===== config.mk =====
export PLATFORM = sky130hd
export DESIGN_NAME = serial_subtractor
export DESIGN_NICKNAME = d
export VERILOG_FILES = /design/src/rtl/serial_subtractor.sv
export SDC_FILE = /design/constraint.sdc
export NUM_CORES = 1
export LEC_CHECK = 0
export ABC_AREA = 1
export CAP_MARGIN = 40
export CORE_AREA = 2 2 62 64
export CTS_BUF_LIST = sky130_fd_sc_hd__clkbuf_2
export CTS_CLUSTER_DIAMETER = 50
export DETAILED_ROUTE_END_ITERATION = 10
export DIE_AREA = 0 0 64 66
export GPL_TIMING_DRIVEN = 0
export PLACE_DENSITY = 0.78
export SYNTH_ARGS = -nofsm -noshare
export SYNTH_HDL_FRONTEND = slang
export SYNTH_SLANG_ARGS = --single-unit

===== constraint.sdc =====
create_clock -name clk -period 1.75 [get_ports clk]
set_clock_uncertainty 0.2 [all_clocks]
set_input_delay 0.35 -clock clk [delete_from_list [all_inputs] [get_ports clk]]
set_output_delay 0.35 -clock clk [all_outputs]
set_load 0.03 [all_outputs]

===== src/rtl/serial_subtractor.sv =====
// serial_subtractor: bit-serial unsigned subtractor, diff = a - b, LSB first.
// One full-subtractor cell plus a registered borrow handles one bit per clock.
// The operation takes WIDTH clocks and returns one result per WIDTH+2 clocks at best.
//
// Optional build macro SERIAL_SUB_SAT_EN: when defined, an underflowing
// result is clamped to zero on entry to DONE. borrow_out still reports the
// underflow, and the serial diff_bit stream keeps the raw modular bits.
//
// Handshakes: a transfer happens on a rising edge where valid and ready are
// both high. start_ready is high only in IDLE, and a/b are sampled only on
// that edge. done_valid is high only in DONE, and it holds diff/borrow_out
// stable until the edge where done_ready is high.
module serial_subtractor #(
  parameter int WIDTH = 8
) (
  input  logic             clk,
  input  logic             rst,
  input  logic             start_valid,
  output logic             start_ready,
  input  logic [WIDTH-1:0] a,
  input  logic [WIDTH-1:0] b,
  output logic             busy,
  output logic             bit_valid,
  output logic             diff_bit,
  output logic             done_valid,
  input  logic             done_ready,
  output logic [WIDTH-1:0] diff,
  output logic             borrow_out
);

  localparam int CW = (WIDTH > 1) ? $clog2(WIDTH) : 1;

  typedef enum logic [1:0] {
    IDLE = 2'd0,
    RUN  = 2'd1,
    DONE = 2'd2
  } state_t;

  state_t           state;
  state_t           state_next;

  logic [WIDTH-1:0] sa;
  logic [WIDTH-1:0] sb;
  logic [WIDTH-1:0] rs;
  logic [WIDTH-1:0] rs_next;
  logic             br;
  logic             br_next;
  logic             d;
  logic [CW-1:0]    cnt;
  logic             last;
  logic             accept;

  // Subtractor cell: difference bit, next borrow and next result shift value.
  always_comb begin
    d       = sa[0] ^ sb[0] ^ br;
    br_next = (~sa[0] & sb[0]) | (~(sa[0] ^ sb[0]) & br);
    rs_next = {d, rs[WIDTH-1:1]};
    last    = (cnt == CW'(WIDTH - 1));
    accept  = start_valid && (state == IDLE);
  end

  // State register.
  always_ff @(posedge clk or posedge rst) begin
    if (rst) begin
      state <= IDLE;
    end else begin
      state <= state_next;
    end
  end

  // Next-state and handshake/status outputs.
  always_comb begin
    state_next  = state;
    start_ready = 1'b0;
    busy        = 1'b0;
    bit_valid   = 1'b0;
    diff_bit    = 1'b0;
    done_valid  = 1'b0;
    case (state)
      IDLE: begin
        start_ready = 1'b1;
        if (start_valid) begin
          state_next = RUN;
        end
      end
      RUN: begin
        busy      = 1'b1;
        bit_valid = 1'b1;
        diff_bit  = d;
        if (last) begin
          state_next = DONE;
        end
      end
      DONE: begin
        done_valid = 1'b1;
        if (done_ready) begin
          state_next = IDLE;
        end
      end
      default: begin
        state_next = IDLE;
      end
    endcase
  end

  // Operand and result shift registers, borrow, bit counter and result hold.
  always_ff @(posedge clk or posedge rst) begin
    if (rst) begin
      sa         <= '0;
      sb         <= '0;
      rs         <= '0;
      br         <= 1'b0;
      cnt        <= '0;
      diff       <= '0;
      borrow_out <= 1'b0;
    end else begin
      case (state)
        IDLE: begin
          if (accept) begin
            sa  <= a;
            sb  <= b;
            rs  <= '0;
            br  <= 1'b0;
            cnt <= '0;
          end
        end
        RUN: begin
          sa <= sa >> 1;
          sb <= sb >> 1;
          rs <= rs_next;
          br <= br_next;
          if (last) begin
            // The counter is cleared here rather than left to wrap.
            cnt        <= '0;
            borrow_out <= br_next;
`ifdef SERIAL_SUB_SAT_EN
            diff       <= br_next ? '0 : rs_next;
`else
            diff       <= rs_next;
`endif
          end else begin
            cnt <= cnt + 1'b1;
          end
        end
        default: begin
          // DONE and IDLE without accept: the result registers keep their values.
        end
      endcase
    end
  end

endmodule

==> results of run 1 <==
==> state kept, by name, summed over array words and instances, names as in the netlist <==
register    flops
state           2
diff            8
borrow_out      1
sa              8
br              1
rs              7
cnt             3
sb              8
==> metal layers <==
layer,global-route usage,wire length (um),up-vias
met5,0,0,-
met1,0.267,1730,677
met4,0.0652,73,0
met3,0.0460,201,9
li1,-,-,772
met2,0.326,1760,47
==> synthesized netlist by cell type (all sizes together) <==
cell type,number
nand2,87
inv,41
dfrtp,38
o21ai,19
nand3,17
buf,9
nor2,4
ha,2
a21oi,1
fa,1
o31ai,1
==> critical path, cell delays in order, from the launching register on <==
cell and delay (ns):
dfrtp_1 0.41, inv_2 0.05, fa_1 0.57, nand2_2 0.10
inv_2 0.06, buf_6 0.12
==> power groups by stage <==
stage	combinational (uW)	sequential [uW]	clock, uW
finish	2510	1480	541
global route	2770	1530	596
CTS	2320	1470	551
detailed placement	2060	1500	0
global placement	2010	1480	0
floorplan	1290	1620	0
==> through the flow <==
stage / power, uW / util / worst slack [ns]
after floorplan: 2920 / - / 0.00955
final: 4530 / 0.687 / -0.496
after detailed placement: 3550 / 0.624 / -0.554
after CTS: 4340 / 0.674 / -0.471
after global routing: 4900 / 0.687 / -0.563
after global placement: 3490 / 0.624 / -0.554
==> repair_timing <==
action	in CTS	in global routing
hold endpoints to repair	0	0
buffers inserted	10	7
endpoints found under the setup margin	14	14
pin swaps	4	6
resized for setup	60	19
==> kinds of logic after synthesis <==
group           count (synthesis)
fa+ha+maj                       3
simple gates                  108
compound gates                 21
flops                          38
buf+inv                        50
==> worst paths after layout <==
check / endpoint / slack (ns) / cells past startpoint / start
setup / recovery: diff_bit / -0.50 / 5 / sb[0]
hold / removal: state[0] / 0.19 / 2 / rst
max in group asynchronous: state[1] / 0.62 / 2 / rst
setup reg to reg: sb[3] / 0.06 / 7 / state[0]
min in group clk: sb[2] / 0.30 / 2 / sb[2]
hold reg to reg: sb[2] / 0.30 / 2 / sb[2]
==> cell type report <==
class                           instances  area (um^2)  share of cell area
Tap cell                               48         60.1              0.0246
Multi-Input combinational cell        132          667               0.273
Clock buffer                            7         35.0              0.0144
Clock inverter                          1         30.0              0.0123
Buffer                                  9         93.8              0.0385
Timing Repair Buffer                   50          445               0.183
Sequential cell                        38          952               0.390
Inverter                               41          156              0.0641
==> impl_metrics.json, run 1 <==
{
  "ys_types": 20,
  "clockBufferDepth": 2,
  "synth_area_leader_cell": "dfrtp_1",
  "maxCapViolCount": 0,
  "dieArea_um2": 4220,
  "ctsHoldBuffers": 0,
  "drive_gt1_frac": 0.252,
  "clock-sinks": 38,
  "syn_inst": 220,
  "routed_wl_um": 3770,
  "drv_slew": 0,
  "p_switching_uw": 1900,
  "crit_path_end_kind": "output pin",
  "muxShareOfSynthArea": 0,
  "stdcell_area_um2": 2440,
  "p_seq_frac": 0.328,
  "num_antenna_cells": 0,
  "finalHoldViolCount": 0,
  "yosysWarningCount": 0,
  "synth_area_um2": 1820,
  "fin_cells": 326,
  "overflow": 0,
  "path_max_fanout": 2,
  "finalSetupViolCount": 5,
  "yosysTopAreaCellShare": 0.521,
  "grt_pass1_vias": 1435,
  "hpwl_um": 2320,
  "root_buffer": "clkbuf_2",
  "grt_util_all_layers": 0.201,
  "synth-seq-cells": 38,
  "grt_setup_unrepaired": "true",
  "num_rows": 22,
  "max_slew.worst_pin.slew_ns": 0.778,
  "area_growth_pct": 33.7,
  "initial_utilization": 0.514,
  "top_level_ports": 34,
  "yosys.area_share.simple": 0.248,
  "clk_latency_ns": 0.39,
  "cellPowerDensity_nw_per_um2": 1860,
  "cp.arrival_ns": 1.70,
  "violations": "negative setup slack",
  "core_area_um2": 3550,
  "viasPerCell": 4.62,
  "final_nets": 300,
  "wl_per_cell_um": 11.6,
  "vias": 1505,
  "max_freq_ghz": 0.445,
  "drc": 0,
  "drt-initial-drc-count": 110,
  "final_antenna_net_count": 0,
  "irDropWorstVdd_mv": 0.798,
  "synth_fa_ha_area_frac": 0.0247,
  "portBuffers": 33,
  "clk_pin_slew_worst_paths_ns": 0.19,
  "hold_slack_ns": 0.187,
  "grt_max_degree": 39,
  "critPathKind": "reg2out",
  "hp-class": "in2async",
  "syn-num-nets": 243,
  "placed_area_um2": 2210,
  "synth-xor-area-share": 0,
  "final_common_cell": "nand2_1",
  "layout_common_cells": "nand2_1, dfrtp_1, inv_1",
  "synth_top_family_by_area": "simple AND/OR/NAND/NOR gates",
  "p_comb_frac": 0.553,
  "min_period_ns": 2.25,
  "avgSynthCellArea_um2": 8.29,
  "nFillCells": 295,
  "numCtsBuffers": 5,
  "grt_pass1_wl_um": 6470,
  "die_y_um": 66,
  "dp_cells": 301,
  "max-slew-margin-rel": 0.481,
  "status": "complete, but fails checks",
  "fp.dieW_um": 64,
  "synth_area_leaders": "dfrtp_1, nand2_1, inv_1",
  "gp_congestion": 0.816,
  "h-tree-depth": 2,
  "startpoint_type": "register",
  "p_int_uw": 2630,
  "synth_compound_area_frac": 0.0816,
  "switching_share": 0.419,
  "p_leak_uw": 0.00133,
  "finalSetupTns_ns": -1.07,
  "post-route-period-util": 1.28,
  "clkPwrFrac": 0.119,
  "cts_tree": "built",
  "fin_ws_ns": -0.496,
  "first_pass_iters": 4,
  "synth-seq-area-share": 0.521,
  "antenna_found_initial": 0,
  "required_ns": 1.20
}
Power figures use the tool's default switching activity.
==> run 2, diff against run 1 <==
--- a/config.mk
+++ b/config.mk
@@ -14,6 +14,7 @@
 export DIE_AREA = 0 0 64 66
 export GPL_TIMING_DRIVEN = 0
 export PLACE_DENSITY = 0.78
+export SKIP_CTS_REPAIR_TIMING = 1
 export SYNTH_ARGS = -nofsm -noshare
 export SYNTH_HDL_FRONTEND = slang
 export SYNTH_SLANG_ARGS = --single-unit
==> impl_metrics.json, run 2 (same netlist as run 1, synthesis figures left out) <==
{
  "status": "complete, but fails checks",
  "violations": "negative setup slack",
  "clkPwrFrac": 0.121,
  "wl_met1_um": 1590,
  "final_antenna_net_count": 0,
  "cp.arrival_ns": 1.72,
  "p_int_uw": 2610,
  "path_depth": 5,
  "dp_cells": 301,
  "finalHoldViolCount": 0,
  "antenna_found_initial": 0,
  "fin_cells": 325,
  "wl_met3_um": 234,
  "reg_top3": "diff (8), sa (8), sb (8)",
  "routed_wl_um": 3700,
  "max-slew-margin-rel": 0.494,
  "vias": 1516,
  "path_delay_family": "adder cells",
  "first_pass_iters": 4,
  "viasPerCell": 4.66,
  "maxCapViolCount": 0,
  "final_nets": 299,
  "placed_area_um2": 2210,
  "clockBufferDepth": 2,
  "portBuffers": 33,
  "required_ns": 1.20,
  "top_level_ports": 34,
  "hpwl_um": 2320,
  "drive_gt1_frac": 0.220,
  "hold_slack_ns": 0.176,
  "num_rows": 22,
  "critPathMostFrequentCell": "inv_2",
  "crit_path_end_kind": "output pin",
  "topRoutingLayerUsed": "met4",
  "r2r-end": "sb[3]",
  "critPathKind": "reg2out",
  "nFillCells": 294,
  "cellPowerDensity_nw_per_um2": 1810,
  "startpoint": "br",
  "dieArea_um2": 4220,
  "grt_pass1_vias": 1391,
  "die_y_um": 66,
  "drv_slew": 0,
  "final_util": 0.693,
  "core_area_um2": 3550,
  "wl_met2_um": 1820,
  "p_switching_uw": 1850,
  "finalSetupViolCount": 5,
  "grt_max_degree": 39,
  "p_leak_uw": 0.00144,
  "grt_setup_unrepaired": "true",
  "initial_utilization": 0.514,
  "switching_share": 0.415,
  "drc": 0,
  "grt_pass1_wl_um": 6090,
  "overflow": 0,
  "endpoint": "diff_bit",
  "root_buffer": "clkbuf_2",
  "clk_pin_slew_worst_paths_ns": 0.19,
  "drt-initial-drc-count": 81,
  "grt_util_all_layers": 0.189,
  "final_common_cell": "nand2_1",
  "area_growth_pct": 35.0,
  "num_antenna_cells": 0,
  "p_seq_frac": 0.331,
  "max_freq_ghz": 0.441,
  "p_comb_frac": 0.548,
  "max_slew.worst_pin.slew_ns": 0.757,
  "stdcell_area_um2": 2460,
  "fp.dieW_um": 64,
  "critPathBufInv": 3,
  "clk_latency_ns": 0.40,
  "crit_chain": "inv_2, fa_1, nand2_2, inv_2, buf_6",
  "startpoint_type": "register",
  "h-tree-depth": 2,
  "numCtsBuffers": 5,
  "crit_path_max_incr_delay_ns": 0.59,
  "fin_ws_ns": -0.516,
  "path_max_fanout": 2,
  "clock-sinks": 38,
  "ff2ff_setup_slack_ns": 0.06,
  "hp-class": "in2async",
  "layout_common_cells": "nand2_1, inv_1, dfrtp_1",
  "gp_congestion": 0.816,
  "slowest_stage": "fa_1",
  "min_period_ns": 2.27,
  "r2r_cells": 7,
  "r2r-start": "state[0]",
  "wl_per_cell_um": 11.4,
  "irDropWorstVdd_mv": 0.838,
  "finalSetupTns_ns": -1.23,
  "cts_tree": "built",
  "post-route-period-util": 1.29
}
## run 2: cell count changes in the layout (fill, tap and decap cells not counted), sizes merged
cell	change
clkbuf	-8
clkdlybuf4s15	-2
dlymetal6s2s	+9
## run 2: worst min-delay path by stage
stage | to | slack [ns] | cells after the start
5_1_grt | rs[3] | 0.22 | 2
6_report | borrow_out | 0.18 | 2
2_1_floorplan | cnt[1] | 0.25 | 2
4_1_cts | sb[3] | 0.21 | 2
3_5_place_dp | sb[6] | 0.27 | 2
3_3_place_gp | diff[7] | 0.26 | 2
## run 2: layout make-up
class	count	area, um^2	area share
inverter	41	154	0.0625
multi-input combinational	132	663	0.269
timing repair buffer	49	479	0.195
buffer	9	87.6	0.0356
clock inverter	1	30.0	0.0122
tap	48	60.1	0.0244
clock buffer	7	35.0	0.0142
sequential	38	953	0.387
## run 2: worst register-to-register path: stages, from the launching register on
cell	delay, ns
dfrtp_2	0.47
buf_8	0.14
buf_4	0.13
buf_4	0.13
o21ai_4	0.26
buf_6	0.19
nand2_1	0.05
nand2_1	0.06
## run 2: routing by layer
| layer | vias to the layer above | track usage |
|---|---|---|
| li1 | 769 | - |
| met1 | 696 | 0.249 |
| met2 | 46 | 0.302 |
| met3 | 5 | 0.0460 |
| met4 | 0 | 0.0707 |
| met5 | - | 0 |
## run 2: through the flow
step	power [uW]	worst slack [ns]
finish	4470	-0.516
global route	4840	-0.582
CTS	4090	-1.02
detailed placement	3550	-0.554
global placement	3490	-0.554
floorplan	2920	0.00955
## run 2: power groups by stage
| stage | Clock (uW) | Sequential [uW] | Combinational, uW |
|---|---|---|---|
| floorplan | 0 | 1620 | 1290 |
| global placement | 0 | 1480 | 2010 |
| detailed placement | 0 | 1500 | 2060 |
| CTS | 551 | 1480 | 2060 |
| global route | 597 | 1530 | 2710 |
| finish | 542 | 1480 | 2450 |
==> run 3, diff against run 2 <==
--- a/config.mk
+++ b/config.mk
@@ -7,11 +7,12 @@
 export LEC_CHECK = 0
 export ABC_AREA = 1
 export CAP_MARGIN = 40
-export CORE_AREA = 2 2 62 64
+export CORE_AREA = 2 2 65 61
 export CTS_BUF_LIST = sky130_fd_sc_hd__clkbuf_2
 export CTS_CLUSTER_DIAMETER = 50
+export CTS_CLUSTER_SIZE = 12
 export DETAILED_ROUTE_END_ITERATION = 10
-export DIE_AREA = 0 0 64 66
+export DIE_AREA = 0 0 67 63
 export GPL_TIMING_DRIVEN = 0
 export PLACE_DENSITY = 0.78
 export SKIP_CTS_REPAIR_TIMING = 1
==> impl_metrics.json, run 3 (same netlist as run 1, synthesis figures left out) <==
{
  "final_antenna_net_count": 0,
  "drc": 0,
  "num_rows": 21,
  "final_common_cell": "nand2_1",
  "crit_path_end_kind": "output pin",
  "finalSetupViolCount": 5,
  "p_leak_uw": 0.00140,
  "clkPwrFrac": 0.092,
  "cellPowerDensity_nw_per_um2": 1750,
  "area_growth_pct": 31.3,
  "p_comb_frac": 0.556,
  "initial_utilization": 0.511,
  "portBuffers": 33,
  "reg_top3": "diff (8), sa (8), sb (8)",
  "dp_cells": 299,
  "status": "complete, but fails checks",
  "viasPerCell": 4.71,
  "gp_congestion": 0.764,
  "first_pass_iters": 4,
  "critPathKind": "reg2out",
  "post-route-period-util": 1.26,
  "root_buffer": "clkbuf_2",
  "core_area_um2": 3570,
  "top_level_ports": 34,
  "r2r-end": "sb[6]",
  "hpwl_um": 2370,
  "routed_wl_um": 3600,
  "grt_max_degree": 39,
  "startpoint_type": "register",
  "wl_per_cell_um": 11.4,
  "layout_common_cells": "nand2_1, inv_1, dfrtp_1",
  "fin_ws_ns": -0.460,
  "min_period_ns": 2.21,
  "clk_latency_ns": 0.40,
  "num_antenna_cells": 0,
  "r2r_cells": 6,
  "clock-sinks": 38,
  "grt_setup_unrepaired": "true",
  "grt_pass1_wl_um": 5930,
  "irDropWorstVdd_mv": 1.05,
  "violations": "negative setup slack",
  "drive_gt1_frac": 0.188,
  "finalHoldViolCount": 0,
  "path_max_fanout": 2,
  "fp.dieW_um": 67,
  "vias": 1494,
  "hp-class": "in2async",
  "ff2ff_setup_slack_ns": 0.16,
  "nFillCells": 306,
  "maxCapViolCount": 0,
  "p_int_uw": 2370,
  "p_switching_uw": 1810,
  "final_nets": 293,
  "final_util": 0.670,
  "cp.arrival_ns": 1.66,
  "max_slew.worst_pin.slew_ns": 0.786,
  "drt-initial-drc-count": 69,
  "max_freq_ghz": 0.452,
  "grt_util_all_layers": 0.188,
  "fin_cells": 317,
  "h-tree-depth": 2,
  "p_seq_frac": 0.353,
  "antenna_found_initial": 0,
  "overflow": 0,
  "die_y_um": 63,
  "clk_pin_slew_worst_paths_ns": 0.19,
  "switching_share": 0.433,
  "grt_pass1_vias": 1337,
  "cts_tree": "built",
  "dieArea_um2": 4220,
  "numCtsBuffers": 5,
  "clockBufferDepth": 2,
  "max-slew-margin-rel": 0.475,
  "required_ns": 1.20,
  "drv_slew": 0,
  "r2r-start": "state[0]"
}
[run 3: routing by layer]
metal,vias up,routed length [um],GRT usage
met5,-,0,0
met4,0,65,0.0842
met3,8,178,0.0432
met2,32,1640,0.275
met1,696,1710,0.265
li1,758,-,-
[run 3: worst max path at each step]
stage	slack [ns]	start	to	cells past startpoint
floorplan	0.01	sa[0]	diff_bit	3
global placement	-0.56	sa[0]	diff_bit	4
detailed placement	-0.55	sa[0]	diff_bit	4
CTS	-1.01	sa[0]	diff_bit	4
global route	-0.53	br	diff_bit	5
finish	-0.46	br	diff_bit	5
[run 3: power groups by stage]
stage | Sequential (uW) | Combinational, uW | Clock (uW)
global placement | 1470 | 2020 | 0
global route | 1520 | 2600 | 423
finish | 1470 | 2320 | 383
CTS | 1480 | 2070 | 382
detailed placement | 1490 | 2070 | 0
floorplan | 1620 | 1290 | 0
[run 3: worst max-delay path, cell delays in order, from the launching register on]
cell,delay [ns]
dfrtp_1,0.40
inv_2,0.05
fa_1,0.55
nand2_1,0.08
inv_1,0.07
buf_6,0.12
[run 3: per-stage QoR]
step	instance area, um^2	hold WS [ns]	worst slack, ns	setup TNS [ns]	total power (uW)
after floorplan	1820	0.246	0.00955	0	2920
after global placement	2210	0.258	-0.563	-20.21	3500
after detailed placement	2210	0.267	-0.555	-2.03	3560
after CTS	2250	0.215	-1.01	-6.52	3930
after global routing	2390	0.250	-0.529	-1.29	4550
final	2390	0.185	-0.460	-0.981	4180
[run 3: cell type report]
cell class              count  area, um^2  share of cell area
well taps                  46        57.6              0.0240
repair buffers             43         438               0.183
inverters                  41         156              0.0653
clock inverters             2        8.76             0.00366
flip-flops and latches     38         952               0.398
plain buffers               9        91.3              0.0381
multi-input cells         132         661               0.276
clock buffers               6        30.0              0.0125
